[src/rtl/ch_arbiter_if.sv]
// Bundle of raw request buttons and grant/channel outputs for ch_arbiter.
// The design side uses the slave modport; the driver/observer uses master.
interface ch_arbiter_if;
    logic a_up;
    logic a_down;
    logic b_up;
    logic b_down;
    logic gnt_a;
    logic gnt_b;
    logic busy;
    logic ch_out;

    modport master (
        output a_up, a_down, b_up, b_down,
        input  gnt_a, gnt_b, busy, ch_out
    );

    modport slave (
        input  a_up, a_down, b_up, b_down,
        output gnt_a, gnt_b, busy, ch_out
    );
endinterface

[src/rtl/ch_arbiter.sv]
// Two-requester channel arbiter with input synchronisers, minimum grant hold
// time and round-robin tie breaking.
module ch_arbiter #(
    parameter int unsigned HOLD_CYCLES = 16,
    parameter int unsigned SYNC_STAGES = 2
) (
    input  logic         clk,
    input  logic         rst,
    ch_arbiter_if.slave  bus
);

    localparam int unsigned CNT_W = $clog2(HOLD_CYCLES + 1);
    localparam logic [CNT_W-1:0] HOLD_LAST = CNT_W'(HOLD_CYCLES - 1);
    localparam logic LAST_A = 1'b0;
    localparam logic LAST_B = 1'b1;

    typedef enum logic [1:0] {
        IDLE    = 2'd0,
        GRANT_A = 2'd1,
        GRANT_B = 2'd2
    } state_t;

    logic [3:0]       raw_s;
    logic [3:0]       sync_r [SYNC_STAGES];
    logic             req_a_s;
    logic             req_b_s;
    logic             hold_done_s;
    logic             enter_s;
    state_t           next_state_s;
    state_t           state_r;
    logic [CNT_W-1:0] cnt_r;
    logic             last_r;
    logic             gnt_a_r;
    logic             gnt_b_r;
    logic             busy_r;
    logic             ch_out_r;

    assign raw_s = {bus.b_down, bus.b_up, bus.a_down, bus.a_up};

    // Synchroniser chain: stage 0 samples the asynchronous buttons.
    always_ff @(posedge clk) begin
        if (rst) begin
            for (int i = 0; i < int'(SYNC_STAGES); i++) begin
                sync_r[i] <= 4'b0000;
            end
        end else begin
            sync_r[0] <= raw_s;
            for (int i = 1; i < int'(SYNC_STAGES); i++) begin
                sync_r[i] <= sync_r[i-1];
            end
        end
    end

    assign req_a_s     = sync_r[SYNC_STAGES-1][0] | sync_r[SYNC_STAGES-1][1];
    assign req_b_s     = sync_r[SYNC_STAGES-1][2] | sync_r[SYNC_STAGES-1][3];
    assign hold_done_s = (cnt_r == HOLD_LAST);

    // Next-state decision; a grant is never released before the hold expires.
    always_comb begin
        next_state_s = state_r;
        case (state_r)
            IDLE: begin
                if (req_a_s && (!req_b_s || (last_r == LAST_B))) begin
                    next_state_s = GRANT_A;
                end else if (req_b_s) begin
                    next_state_s = GRANT_B;
                end else begin
                    next_state_s = IDLE;
                end
            end
            GRANT_A: begin
                if (!hold_done_s) begin
                    next_state_s = GRANT_A;
                end else if (req_b_s) begin
                    next_state_s = GRANT_B;
                end else if (req_a_s) begin
                    next_state_s = GRANT_A;
                end else begin
                    next_state_s = IDLE;
                end
            end
            GRANT_B: begin
                if (!hold_done_s) begin
                    next_state_s = GRANT_B;
                end else if (req_a_s) begin
                    next_state_s = GRANT_A;
                end else if (req_b_s) begin
                    next_state_s = GRANT_B;
                end else begin
                    next_state_s = IDLE;
                end
            end
            default: begin
                next_state_s = IDLE;
            end
        endcase
    end

    assign enter_s = ((next_state_s == GRANT_A) && (state_r != GRANT_A)) ||
                     ((next_state_s == GRANT_B) && (state_r != GRANT_B));

    // State, hold counter, last-granted pointer and registered outputs.
    always_ff @(posedge clk) begin
        if (rst) begin
            state_r  <= IDLE;
            cnt_r    <= '0;
            last_r   <= LAST_B;
            gnt_a_r  <= 1'b0;
            gnt_b_r  <= 1'b0;
            busy_r   <= 1'b0;
            ch_out_r <= 1'b0;
        end else begin
            state_r <= next_state_s;
            if (enter_s) begin
                cnt_r  <= '0;
                last_r <= (next_state_s == GRANT_B) ? LAST_B : LAST_A;
            end else if ((next_state_s != IDLE) && !hold_done_s) begin
                cnt_r  <= cnt_r + CNT_W'(1);
                last_r <= last_r;
            end else begin
                cnt_r  <= cnt_r;
                last_r <= last_r;
            end
            gnt_a_r  <= (next_state_s == GRANT_A);
            gnt_b_r  <= (next_state_s == GRANT_B);
            busy_r   <= (next_state_s != IDLE);
            // Channel follows only the requester that owns the next grant cycle.
            ch_out_r <= ((next_state_s == GRANT_A) && req_a_s) ||
                        ((next_state_s == GRANT_B) && req_b_s);
        end
    end

    assign bus.gnt_a  = gnt_a_r;
    assign bus.gnt_b  = gnt_b_r;
    assign bus.busy   = busy_r;
    assign bus.ch_out = ch_out_r;

endmodule
[src/flat_wrapper.sv]
// flat-port wrapper written by rule: the top's interface ports become plain ports
module ch_arbiter_flat 
#(
    parameter int unsigned HOLD_CYCLES = 16,
    parameter int unsigned SYNC_STAGES = 2
)
  (clk, rst, bus_a_up, bus_a_down, bus_b_up, bus_b_down, bus_gnt_a, bus_gnt_b, bus_busy, bus_ch_out);
  ch_arbiter_if bus_i ();
  input  logic clk;
  input  logic rst;
  input wire logic [$bits(bus_i.a_up)-1:0] bus_a_up;
  input wire logic [$bits(bus_i.a_down)-1:0] bus_a_down;
  input wire logic [$bits(bus_i.b_up)-1:0] bus_b_up;
  input wire logic [$bits(bus_i.b_down)-1:0] bus_b_down;
  output wire logic [$bits(bus_i.gnt_a)-1:0] bus_gnt_a;
  output wire logic [$bits(bus_i.gnt_b)-1:0] bus_gnt_b;
  output wire logic [$bits(bus_i.busy)-1:0] bus_busy;
  output wire logic [$bits(bus_i.ch_out)-1:0] bus_ch_out;
  assign bus_i.a_up = bus_a_up;
  assign bus_i.a_down = bus_a_down;
  assign bus_i.b_up = bus_b_up;
  assign bus_i.b_down = bus_b_down;
  assign bus_gnt_a = bus_i.gnt_a;
  assign bus_gnt_b = bus_i.gnt_b;
  assign bus_busy = bus_i.busy;
  assign bus_ch_out = bus_i.ch_out;
  ch_arbiter #(.HOLD_CYCLES(HOLD_CYCLES), .SYNC_STAGES(SYNC_STAGES)) u_core (.clk(clk), .rst(rst), .bus(bus_i));
endmodule
[config.mk]
export PLATFORM = sky130hd
export DESIGN_NAME = ch_arbiter_flat
export DESIGN_NICKNAME = d
export VERILOG_FILES = /design/src/rtl/ch_arbiter_if.sv /design/src/rtl/ch_arbiter.sv /design/src/flat_wrapper.sv
export SDC_FILE = /design/constraint.sdc
export NUM_CORES = 1
export LEC_CHECK = 0
export BUFFER_PORTS_ARGS = -buffer_cell sky130_fd_sc_hd__buf_2
export CAP_MARGIN = 20
export CORE_UTILIZATION = 49
export CTS_CLUSTER_DIAMETER = 50
export DETAILED_ROUTE_END_ITERATION = 8
export PLACE_DENSITY = 0.71
export SYNTH_ARGS = -nofsm -noshare
export SYNTH_HDL_FRONTEND = slang
export SYNTH_SLANG_ARGS = --single-unit
[constraint.sdc]
create_clock -name clk -period 2.1 [get_ports clk]
set_input_delay 0.21 -clock clk [delete_from_list [all_inputs] [get_ports clk]]
set_output_delay 0.21 -clock clk [all_outputs]
set_load 0.01 [all_outputs]
Yosys cells after proc, flatten, opt, wreduce, memory -nomap -nowiden
Memories as Yosys holds them, arrays and structs flattened.
Index checks and enable logic that the tools add are counted.
{"block": "totals", "regBits": 12, "mem_count": 1, "ram_bits": 8, "output_inout_bits": 4}
{"block": "classes", "mux": 14, "reduce_logical": 14, "bitwise": 4, "n_eq_ne": 7, "add_sub_neg": 1}
{"name": "u_core.sync_r", "depth": 2, "word_bits": 4, "read_ports": 2, "rd_clocked_by_memory_dff": 0, "wr": 2, "line": "ch_arbiter.sv:24", "rtl": "logic [3:0] sync_r [SYNC_STAGES];"}
{"op": "$mux W2", "n": 6}
{"op": "$mux W4", "n": 2}
{"op": "$logic_and A1 B1 Y1", "n": 6}
{"op": "$pmux W2 S3", "n": 1}
{"op": "$add A5 B1 Y5 const B", "n": 1}
{"op": "$eq A5 B4 Y1 const B", "n": 1}
{"op": "$mux W1", "n": 5}
{"op": "$eq A2 B1 Y1 const B", "n": 2}
{"op": "$eq A2 B2 Y1 const B", "n": 2}
{"op": "$or A1 B1 Y1", "n": 4}
{"op": "$logic_or A1 B1 Y1", "n": 3}
{"op": "$logic_not A1 Y1", "n": 2}
{"op": "$logic_not A2 Y1", "n": 1}
{"op": "$ne A2 B1 Y1 const B", "n": 1}
{"op": "$ne A2 B2 Y1 const B", "n": 1}
{"op": "$reduce_bool A2 Y1", "n": 1}
{"op": "$reduce_or A2 Y1", "n": 1}

Logic depth before layout (Yosys ltp)
Gate-level depths: netlist (run 1).
An unclocked memory read counts as a cell.
{"block": "depth", "word_depth": 11, "mapped_depth": 9, "depth_no_buf": 8}

Worst setup path after synthesis (run 1)
No wires, ideal clock.
{"block": "synth_path", "kind": "flip-flop to flip-flop", "start": "register u_core.cnt_r[0]", "end": "register u_core.cnt_r[3]", "setup_slack_ns": -0.007, "path_stages_with_launch": 10, "arrival_time_ns": 1.986, "period_less_slack_ns": 2.107, "cell_sequence": "dfxtp_1 > ha_1 > and3_1 > ha_1 > a2bb2oi_2 > a2111oi_2 > or3_1 > buf_6 > nor2_1 > mux2_2"}
{"block": "synth_between", "elab_chain_cells": 7, "word_cells_on_any_way": 14, "classes_between": "add/sub (1); eq/ne (3); mux (3); reduce/logical (7)"}
{"element": "start: declaration", "line": "ch_arbiter.sv:31", "rtl": "logic [CNT_W-1:0] cnt_r;"}
{"element": "start signal: assignment", "line": "ch_arbiter.sv:118", "rtl": "cnt_r <= cnt_r + CNT_W'(1);"}
{"element": "start signal: assignment", "line": "ch_arbiter.sv:121", "rtl": "cnt_r <= cnt_r;"}
{"element": "$eq A5 B4 Y1", "line": "ch_arbiter.sv:56", "rtl": "assign hold_done_s = (cnt_r == HOLD_LAST);"}
{"element": "$mux W2, on equally long branches", "line": "ch_arbiter.sv:83, ch_arbiter.sv:72"}
{"element": "$pmux W2 S3", "line": "ch_arbiter.sv:61", "rtl": "case (state_r)"}
{"element": "$eq A2 B1 Y1 / $eq A2 B2 Y1 (equally long branches)", "line": "ch_arbiter.sv:99, ch_arbiter.sv:100"}
{"element": "$logic_and A1 B1 Y1, on equally long branches", "line": "ch_arbiter.sv:99, ch_arbiter.sv:100"}
{"element": "$logic_or A1 B1 Y1", "line": "ch_arbiter.sv:99", "rtl": "assign enter_s = ((next_state_s == GRANT_A) && (state_r != GRANT_A)) ||"}
{"element": "$reduce_or A2 Y1 (no source line)"}
Several ways; a longest one is shown, not always the timed one.
A chain may end at the register's enable or synchronous reset.

Worst setup path in the final report (run 1)
Ends and elaborated chain as after synthesis.

==> impl_metrics.yaml, run 1 <==
outcome:
  outcome: "completed"
timing:
  period_share: 0.989
  slew_headroom: 0.684
  slew_at_the_pin_closest_to_its_max_slew_limit_ns: 0.474
  peak_clock_frequency_supported_by_timing_mhz: 481
  worst_clock_skew_ns: 0.00217
  hold_slack_ns: 0.116
  final_period_minus_worst_setup_slack_ns: 2.08
  setup_viol: 0
  finalHoldViolations: 0
  slew_violations: 0
worst_setup_path:
  cp_data_arrival_time_ns: 2.27
  worst_r2r_endpoint: "u_core.cnt_r[3]"
  worstPathRequired_ns: 2.29
  reg2reg_setup_slack_ns: 0.02
  cp_max_fo: 7
  path_class: "register to register"
  crit_path_start_kind: "register"
  r2r.worst_path.cells: 8
  worst_setup_path_end_kind: "register"
  reg2reg_from: "u_core.cnt_r[0]"
global_routing:
  globalRoute.totalOverflow: 0
  grt_pass1_vias: 540
  grt_antenna_before_repair: 0
  grt_max_degree: 16
  overall_routing_resource_usage: 0.164
  grt_first_pass_wirelength_mm: 2.25
layout:
  final_design_area_no_fill_um2: 1090
  fill_cells: 147
  final-instance-count-excl-fill: 123
  drive_above_1_share: 0.418
  diodes: 0
  area_growth_syn_to_layout_pct: 21.2
  final_util: 0.633
  multiInputGateArea_um2: 536
  final_net_count: 109
  layout.area.seq_um2: 403
synthesis:
  yosysUniqueCellTypes: 39
  yosys_register_bits: 20
  commonest_register_cell_after_synthesis: "sky130_fd_sc_hd__dfxtp_1"
  asr_flop_ratio_synth: 0
  yosys.area.top_type_share: 0.444
  synth_sequential_area_ratio: 0.444
  syn-num-nets: 92
  synth_warnings: 0
  synth_edf_count: 0
  synth_cell_count_leaders: "20 x sky130_fd_sc_hd__dfxtp_1, 9 x sky130_fd_sc_hd__nor2b_1, 6 x sky130_fd_sc_hd__nor2_1"
  syn-mean-instance-area_um2: 10.9
  post_synth_instance_area_um2: 902
  netlist_top_cells_area: "sky130_fd_sc_hd__dfxtp_1 44%, sky130_fd_sc_hd__nor2b_1 6.2%, sky130_fd_sc_hd__ha_1 4.2%"
  netlist.top_cell.by_area: "sky130_fd_sc_hd__dfxtp_1"
  syn-instance-count: 83
  synthMostInstantiatedCell: "sky130_fd_sc_hd__dfxtp_1"
die:
  floorplan.rows: 15
  die_height_um: 44.9
  pin_count: 10
  dieArea_um2: 2020
  die_w_um: 44.9
  initial_core_util: 0.522
  core_region_area_um2: 1730
pwr:
  power_density_nw_per_um2: 733
  worst_ir_drop_vdd_v: 0.000461
  p_leak_nw: 0.420
drt:
  firstDrtPassIters: 4
  mean_routed_wirelength_per_cell_um: 12.4
  final_antenna_net_count: 0
  detailroute.via_count: 625
  vias_per_cell: 5.08
  drc: 0
  drtIter0Drc: 2
  drt-total-wl_mm: 1.53
place:
  placement.cell_area_um2: 985
  detailedPlacementHpwl_um: 993
  port_buffers: 9
  number_of_placed_cells_counting_well_taps: 118
  gp_congestion: 0.815
clocking:
  clock_latency_ns: 0.29
  cts_max_path_buffers: 2
  root_buffer: "sky130_fd_sc_hd__clkbuf_4"
  tritoncts: "built"
  clk_transition_reported_paths_ns: 0.10
  clock_tree.htree_level_count: 1
  cts_sinks: 20
  cts_inserted_buffers: 3
hold_path:
  whs_endpoint: "u_core.sync_r[0][2]"
  timing.hold.worst_path_depth: 2
  hold_class: "input pin to register"
  worst_hold_start: "bus_b_up"
job:
  maxCapViolCount: 0
power by group:
group          switching, mW  total (mW)  internal, mW
logic                 0.0871       0.190         0.103
registers             0.0304       0.442         0.411
clock network          0.103       0.169        0.0668
total                  0.220       0.802         0.582
cell type report:
class / count / area share
Multi-Input combinational cell: 57 / 0.490
Timing Repair Buffer: 15 / 0.0824
Clock buffer: 3 / 0.0206
Inverter: 3 / 0.0103
Sequential cell: 20 / 0.368
Tap cell: 25 / 0.0286
cell families (layout without fill, tap and decap cells):
kind of cell             count (synthesis)  after routing  synth area share
buffers and inverters                    6             21            0.0416
AO/OA/AOI/OAI                           18             18             0.187
multiplexers                             3              3            0.0361
AND/OR/NAND/NOR                         32             32             0.240
adder cells (fa/ha/maj)                  3              3            0.0416
flip-flops                              20             20             0.444
XOR/XNOR                                 1              1           0.00971
metal layers:
metal	vias up	global-route usage	wire length [µm]
met5	-	0	0
met4	0	0.127	43
met2	12	0.247	759
met3	6	0.0480	39
met1	283	0.195	684
li1	324	-	-
flip-flops by register name, indices dropped and copies added (netlist names):
name	count
u_core.bus.ch_out	1
u_core.bus.busy	1
u_core.sync_r	8
u_core.bus.gnt_a	1
u_core.last_r	1
u_core.state_r	2
u_core.cnt_r	5
u_core.bus.gnt_b	1
metrics by stage:
| step | setup WS [ns] | power [mW] | TNS [ns] |
|---|---|---|---|
| after floorplan | 0.0371 | 0.562 | 0 |
| after global placement | 0.0249 | 0.601 | 0 |
| after detailed placement | -0.0180 | 0.604 | -0.0180 |
| after CTS | 0.0207 | 0.786 | 0 |
| after global routing | -0.0442 | 0.854 | -0.0965 |
| final | 0.0229 | 0.802 | 0 |
worst max-delay path: stages, from the launching register on:
cell                       delay (ns)
sky130_fd_sc_hd__dfxtp_2         0.37
sky130_fd_sc_hd__ha_4            0.14
sky130_fd_sc_hd__and3_4          0.20
sky130_fd_sc_hd__ha_4            0.20
sky130_fd_sc_hd__nor3b_4         0.06
sky130_fd_sc_hd__a311oi_2        0.41
sky130_fd_sc_hd__a31oi_4         0.17
sky130_fd_sc_hd__nand4_1         0.11
sky130_fd_sc_hd__mux2_2          0.32
worst max path at each step:
stage,from,end,depth (start not counted)
2_1_floorplan,u_core.cnt_r[0],u_core.cnt_r[3],8
3_3_place_gp,u_core.cnt_r[1],u_core.cnt_r[3],8
3_5_place_dp,u_core.cnt_r[1],u_core.cnt_r[3],8
4_1_cts,u_core.cnt_r[0],u_core.cnt_r[4],8
5_1_grt,u_core.cnt_r[0],u_core.cnt_r[3],8
6_report,u_core.cnt_r[0],u_core.cnt_r[3],8
cell usage in the layout, fill, tap and decap left out, drive strengths merged, types with 2 or more instances in the layout:
cell and n:
nand2b 2, inv 3, dfxtp 20, ha 3, a31oi 2, a21oi 4
nor3b 2, clkbuf 3, nor2b 9, or3 2, nor2 7, nand3 2
buf 15, mux2 2
repair_timing:
| action | 4_1_cts | 5_1_grt |
|---|---|---|
| hold buffers | 0 | 0 |
| resized for setup | 1 | 11 |
| setup buffers | 1 | 1 |
| cloned | 0 | 0 |
| endpoints found under the setup margin | 1 | 6 |
| pin swaps | 1 | 4 |
Note: power is estimated with default switching activity, not from simulation.
==> run 2, diff against run 1 <==
Settings changed: MAX_ROUTING_LAYER from default to met4, PLACE_DENSITY 0.71 to 0.8, SKIP_LAST_GASP from default to 1.
==> impl_metrics.yaml, run 2 (same netlist as run 1, synthesis figures left out) <==
outcome:
  outcome: "completed"
worst_setup_path:
  reg2reg_setup_slack_ns: 0.06
  r2r.worst_path.cells: 8
  worstPathRequired_ns: 2.30
  cp_data_arrival_time_ns: 2.23
  worst_r2r_endpoint: "u_core.cnt_r[3]"
  path_class: "register to register"
  crit_path_start_kind: "register"
  reg2reg_from: "u_core.cnt_r[0]"
  worst_setup_path_end_kind: "register"
  cp_max_fo: 7
layout:
  drive_above_1_share: 0.396
  fill_cells: 138
  most_frequent_standard_cell_in_the_layout_excluding_fill_and_tap_cells: "sky130_fd_sc_hd__dfxtp_1"
  area_growth_syn_to_layout_pct: 20.7
  reg.largest.list: "u_core.sync_r x8, u_core.cnt_r x5, u_core.state_r x2"
  largest_register_ff_count: 8
  final_net_count: 106
  layout.cells.most_common_list: "18 x sky130_fd_sc_hd__dfxtp_1, 9 x sky130_fd_sc_hd__nor2b_1, 9 x sky130_fd_sc_hd__buf_2"
  diodes: 0
  top_register: "u_core.sync_r"
  layout.area.seq_um2: 405
  final-instance-count-excl-fill: 121
  multiInputGateArea_um2: 520
clocking:
  cts_max_path_buffers: 2
  clk_transition_reported_paths_ns: 0.11
  clock_tree.htree_level_count: 1
  root_buffer: "sky130_fd_sc_hd__clkbuf_4"
  cts.hold.buffers_added: 0
  cts_inserted_buffers: 3
  tritoncts: "built"
  cts_sinks: 20
  clock_latency_ns: 0.29
timing:
  setup_viol: 0
  slew_violations: 0
  slew_at_the_pin_closest_to_its_max_slew_limit_ns: 0.418
  peak_clock_frequency_supported_by_timing_mhz: 491
  grt_setup_unrepaired: "true"
  final_period_minus_worst_setup_slack_ns: 2.04
  hold_slack_ns: 0.111
  slew_headroom: 0.721
  period_share: 0.969
  worst_clock_skew_ns: 0.00336
  finalHoldViolations: 0
die:
  initial_core_util: 0.522
  core_region_area_um2: 1730
  die_w_um: 44.9
  pin_count: 10
  floorplan.rows: 15
  die_height_um: 44.9
  dieArea_um2: 2020
drt:
  detail_route.wirelength.met1_um: 727
  wl_met2_um: 625
  drc: 0
  drtIter0Drc: 20
  final_antenna_net_count: 0
  wl_met3_um: 48
  detailroute.via_count: 605
  route.top_layer_used: "met4"
  mean_routed_wirelength_per_cell_um: 11.7
  vias_per_cell: 5.00
  drt-total-wl_mm: 1.41
  firstDrtPassIters: 4
job:
  maxCapViolCount: 0
pwr:
  power_density_nw_per_um2: 848
  total_power_mw: 0.923
  p_leak_nw: 0.413
  worst_ir_drop_vdd_v: 0.000400
global_routing:
  grt_max_degree: 16
  grt_antenna_before_repair: 0
  grt_pass1_vias: 572
  grt_first_pass_wirelength_mm: 2.58
  overall_routing_resource_usage: 0.184
  globalRoute.totalOverflow: 0
hold_path:
  hold_class: "input pin to register"
  timing.hold.worst_path_depth: 2
  worst_hold_start: "bus_b_up"
  whs_endpoint: "u_core.sync_r[0][2]"
place:
  gp_congestion: 0.742
  detailedPlacementHpwl_um: 967
  port_buffers: 9
  number_of_placed_cells_counting_well_taps: 117
-- run 2: worst max path at each step --
stage,start,endpoint
2_1_floorplan,u_core.cnt_r[0],u_core.cnt_r[3]
3_3_place_gp,u_core.cnt_r[0],u_core.cnt_r[3]
3_5_place_dp,u_core.cnt_r[1],u_core.cnt_r[3]
4_1_cts,u_core.cnt_r[1],u_core.cnt_r[3]
5_1_grt,u_core.cnt_r[1],u_core.cnt_r[1]
6_report,u_core.cnt_r[0],u_core.cnt_r[3]
-- run 2: through the flow --
stage / setup slack, ns / cell area (µm²) / utilization / setup TNS [ns]
global route: -0.0148 / 1090 / 0.630 / -0.0215
CTS: 0.00830 / 1050 / 0.609 / 0
detailed placement: -0.0615 / 977 / 0.566 / -0.0615
global placement: 0.0367 / 977 / 0.566 / 0
finish: 0.0648 / 1090 / 0.630 / 0
floorplan: 0.0371 / 905 / - / 0
-- run 2: power breakdown --
| group | leakage [nW] | total [mW] | switching [mW] | internal, mW |
|---|---|---|---|---|
| logic | 0.219 | 0.173 | 0.0809 | 0.0921 |
| registers | 0.166 | 0.441 | 0.0289 | 0.412 |
| clock network | 0.0279 | 0.309 | 0.117 | 0.193 |
-- run 2: metal layers --
layer | vias to the layer above | global-route usage
li1 | 318 | -
met1 | 273 | 0.251
met2 | 12 | 0.259
met3 | 2 | 0.0360
met4 | 0 | 0.0909
met5 | - | -
-- run 2: worst max-delay path, stage by stage (launching register included) --
cell and delay [ns]:
sky130_fd_sc_hd__dfxtp_2 0.38, sky130_fd_sc_hd__ha_4 0.15, sky130_fd_sc_hd__and3_4 0.20, sky130_fd_sc_hd__ha_4 0.19, sky130_fd_sc_hd__nor3b_4 0.06, sky130_fd_sc_hd__a311oi_2 0.37
sky130_fd_sc_hd__a31oi_4 0.14, sky130_fd_sc_hd__nand4_1 0.11, sky130_fd_sc_hd__mux2_2 0.33
-- run 2: cell type report --
| class | count | share of cell area |
|---|---|---|
| clock buffers | 3 | 0.0207 |
| clock inverters | 1 | 0.0276 |
| inverters | 3 | 0.0103 |
| multi-input cells | 57 | 0.478 |
| flip-flops and latches | 20 | 0.372 |
| well taps | 25 | 0.0287 |
| repair buffers | 12 | 0.0621 |
-- run 2: timing repair --
action | 4_1_cts | 5_1_grt
gates resized for setup | 4 | 7
pin swaps | 2 | 1
setup endpoints to repair | 1 | 6
setup buffers | 0 | 0
==> run 3, diff against run 2 <==
Settings changed: ABC_CLOCK_PERIOD_IN_PS from default to 2100, CORE_UTILIZATION 49 to 50, CTS_BUF_LIST from default to sky130_fd_sc_hd__clkbuf_4 sky130_fd_sc_hd__clkbuf_8, PLACE_DENSITY 0.8 to 0.81, SLEW_MARGIN from default to 10.
==> impl_metrics.yaml, run 3 (same netlist as run 1, synthesis figures left out) <==
place:
  placement.cell_area_um2: 976
  gp_congestion: 0.726
  detailedPlacementHpwl_mm: 1.03
  port_buffers: 9
die:
  initial_core_util: 0.566
  floorplan.rows: 14
  die_w_um: 44.5
  core_region_area_um2: 1590
  die_height_um: 44.5
  pin_count: 10
  dieArea_um2: 1980
worst_setup_path:
  crit_path_start_kind: "register"
  reg2reg_setup_slack_ns: 0.07
  path_delay_family: "compound AO/OA/AOI/OAI gates"
  timing.critical_path.cells: "ha_4 > and3_4 > ha_4 > nor3b_2 > a311oi_2 > a31oi_4 > nand4_1 > mux2_2"
  worst_r2r_endpoint: "u_core.cnt_r[3]"
  reg2reg_from: "u_core.cnt_r[1]"
  path_class: "register to register"
  worst_setup_path_end_kind: "register"
  critical_path.n_buffers_inverters: 0
  crit_path_top_delay_cell: "sky130_fd_sc_hd__dfxtp_2"
  cp_max_fo: 7
  max_stage_delay_ns: 0.37
  r2r.worst_path.cells: 8
  critical_path.most_common_cell: "sky130_fd_sc_hd__ha_4"
  cp_data_arrival_time_ns: 2.23
  worstPathRequired_ns: 2.30
layout:
  area_growth_syn_to_layout_pct: 20.1
  layout.cells.most_common_list: "18 x sky130_fd_sc_hd__dfxtp_1, 9 x sky130_fd_sc_hd__nor2b_1, 9 x sky130_fd_sc_hd__buf_2"
  top_register: "u_core.sync_r"
  drive_above_1_share: 0.433
  reg.largest.list: "u_core.sync_r x8, u_core.cnt_r x5, u_core.state_r x2"
  final_design_area_no_fill_um2: 1080
  final_net_count: 107
  largest_register_ff_count: 8
  final_util: 0.680
  most_frequent_standard_cell_in_the_layout_excluding_fill_and_tap_cells: "sky130_fd_sc_hd__dfxtp_1"
  diodes: 0
timing:
  timing.setup.tns_ns: 0
  setup_viol: 0
  period_share: 0.967
  peak_clock_frequency_supported_by_timing_mhz: 492
  final_period_minus_worst_setup_slack_ns: 2.03
  slew_headroom: 0.700
  worst_clock_skew_ns: 0.00353
  slew_violations: 0
  slew_at_the_pin_closest_to_its_max_slew_limit_ns: 0.450
  finalHoldViolations: 0
  hold_slack_ns: 0.120
drt:
  vias_per_cell: 5.42
  drt-total-wl_mm: 1.69
  detailroute.via_count: 656
  final_antenna_net_count: 0
  drtIter0Drc: 16
  firstDrtPassIters: 4
  mean_routed_wirelength_per_cell_um: 14.0
  drc: 0
global_routing:
  global_route.usage.met2: 0.285
  grt_max_degree: 16
  grt_first_pass_wirelength_mm: 2.62
  grt_antenna_before_repair: 0
  overall_routing_resource_usage: 0.195
  globalRoute.totalOverflow: 0
  grt_pass1_vias: 613
  grt_util_met1: 0.232
  grt_busiest_layer: "met2"
  use_met3: 0.0449
pwr:
  p_leak_nw: 0.419
  power_density_nw_per_um2: 788
  worst_ir_drop_vdd_v: 0.000456
hold_path:
  whs_endpoint: "u_core.sync_r[0][2]"
  hold_class: "input pin to register"
  worst_hold_start: "bus_b_up"
  timing.hold.worst_path_depth: 2
job:
  maxCapViolCount: 0
clocking:
  root_buffer: "sky130_fd_sc_hd__clkbuf_4"
  clock_latency_ns: 0.29
  clk_transition_reported_paths_ns: 0.11
  cts_max_path_buffers: 2
  cts_inserted_buffers: 3
  cts_sinks: 20
  tritoncts: "built"
  clock_tree.htree_level_count: 1
outcome:
  outcome: "completed"
## run 3: metrics by stage
| step | cells | power [mW] | worst slack, ns |
|---|---|---|---|
| 2_1_floorplan | 83 | 0.562 | 0.0371 |
| 3_3_place_gp | 116 | 0.598 | 0.0315 |
| 3_5_place_dp | 116 | 0.605 | -0.0524 |
| 4_1_cts | 120 | 0.831 | 0.0334 |
| 5_1_grt | 121 | 0.901 | -0.0172 |
| 6_report | 121 | 0.853 | 0.0686 |
## run 3: worst max path at each step
| stage | start | to | slack [ns] | cells after the start |
|---|---|---|---|---|
| after floorplan | u_core.cnt_r[0] | u_core.cnt_r[3] | 0.04 | 8 |
| after global placement | u_core.cnt_r[0] | u_core.cnt_r[3] | 0.03 | 8 |
| after detailed placement | u_core.cnt_r[1] | u_core.cnt_r[3] | -0.05 | 8 |
| after CTS | u_core.cnt_r[1] | u_core.cnt_r[3] | 0.03 | 8 |
| after global routing | u_core.cnt_r[1] | u_core.cnt_r[4] | -0.02 | 8 |
| final | u_core.cnt_r[1] | u_core.cnt_r[3] | 0.07 | 8 |
## run 3: timing repair
| action | CTS | global route |
|---|---|---|
| buffers inserted | 0 | 1 |
| resized for setup | 5 | 7 |
| setup endpoints to repair | 2 | 5 |
| pin swaps | 2 | 3 |
| hold buffers | 0 | 0 |
## run 3: routing by layer
metal / share of wire / vias up
met2: 0.48 / 31
met3: 0.053 / 6
met1: 0.44 / 297
met5: 0 / -
met4: 0.030 / 0
li1: - / 322
## run 3: worst register-to-register path: stages (launching register included)
cell and delay [ns]:
sky130_fd_sc_hd__dfxtp_2 0.37, sky130_fd_sc_hd__ha_4 0.14, sky130_fd_sc_hd__and3_4 0.21, sky130_fd_sc_hd__ha_4 0.19
sky130_fd_sc_hd__nor3b_2 0.07, sky130_fd_sc_hd__a311oi_2 0.36, sky130_fd_sc_hd__a31oi_4 0.16, sky130_fd_sc_hd__nand4_1 0.11
sky130_fd_sc_hd__mux2_2 0.33
## run 3: layout make-up
cell class	instances	area (µm²)
well taps	24	30.0
flip-flops and latches	20	403
multi-input cells	57	528
repair buffers	13	75.1
fillers	119	510
clock buffers	4	36.3
inverters	3	11.3
## run 3: power by group
group	switching, mW	leakage, nW	internal, mW	total [mW]
clock network	0.111	0.0210	0.106	0.217
registers	0.0289	0.165	0.412	0.440
logic	0.0960	0.232	0.100	0.196
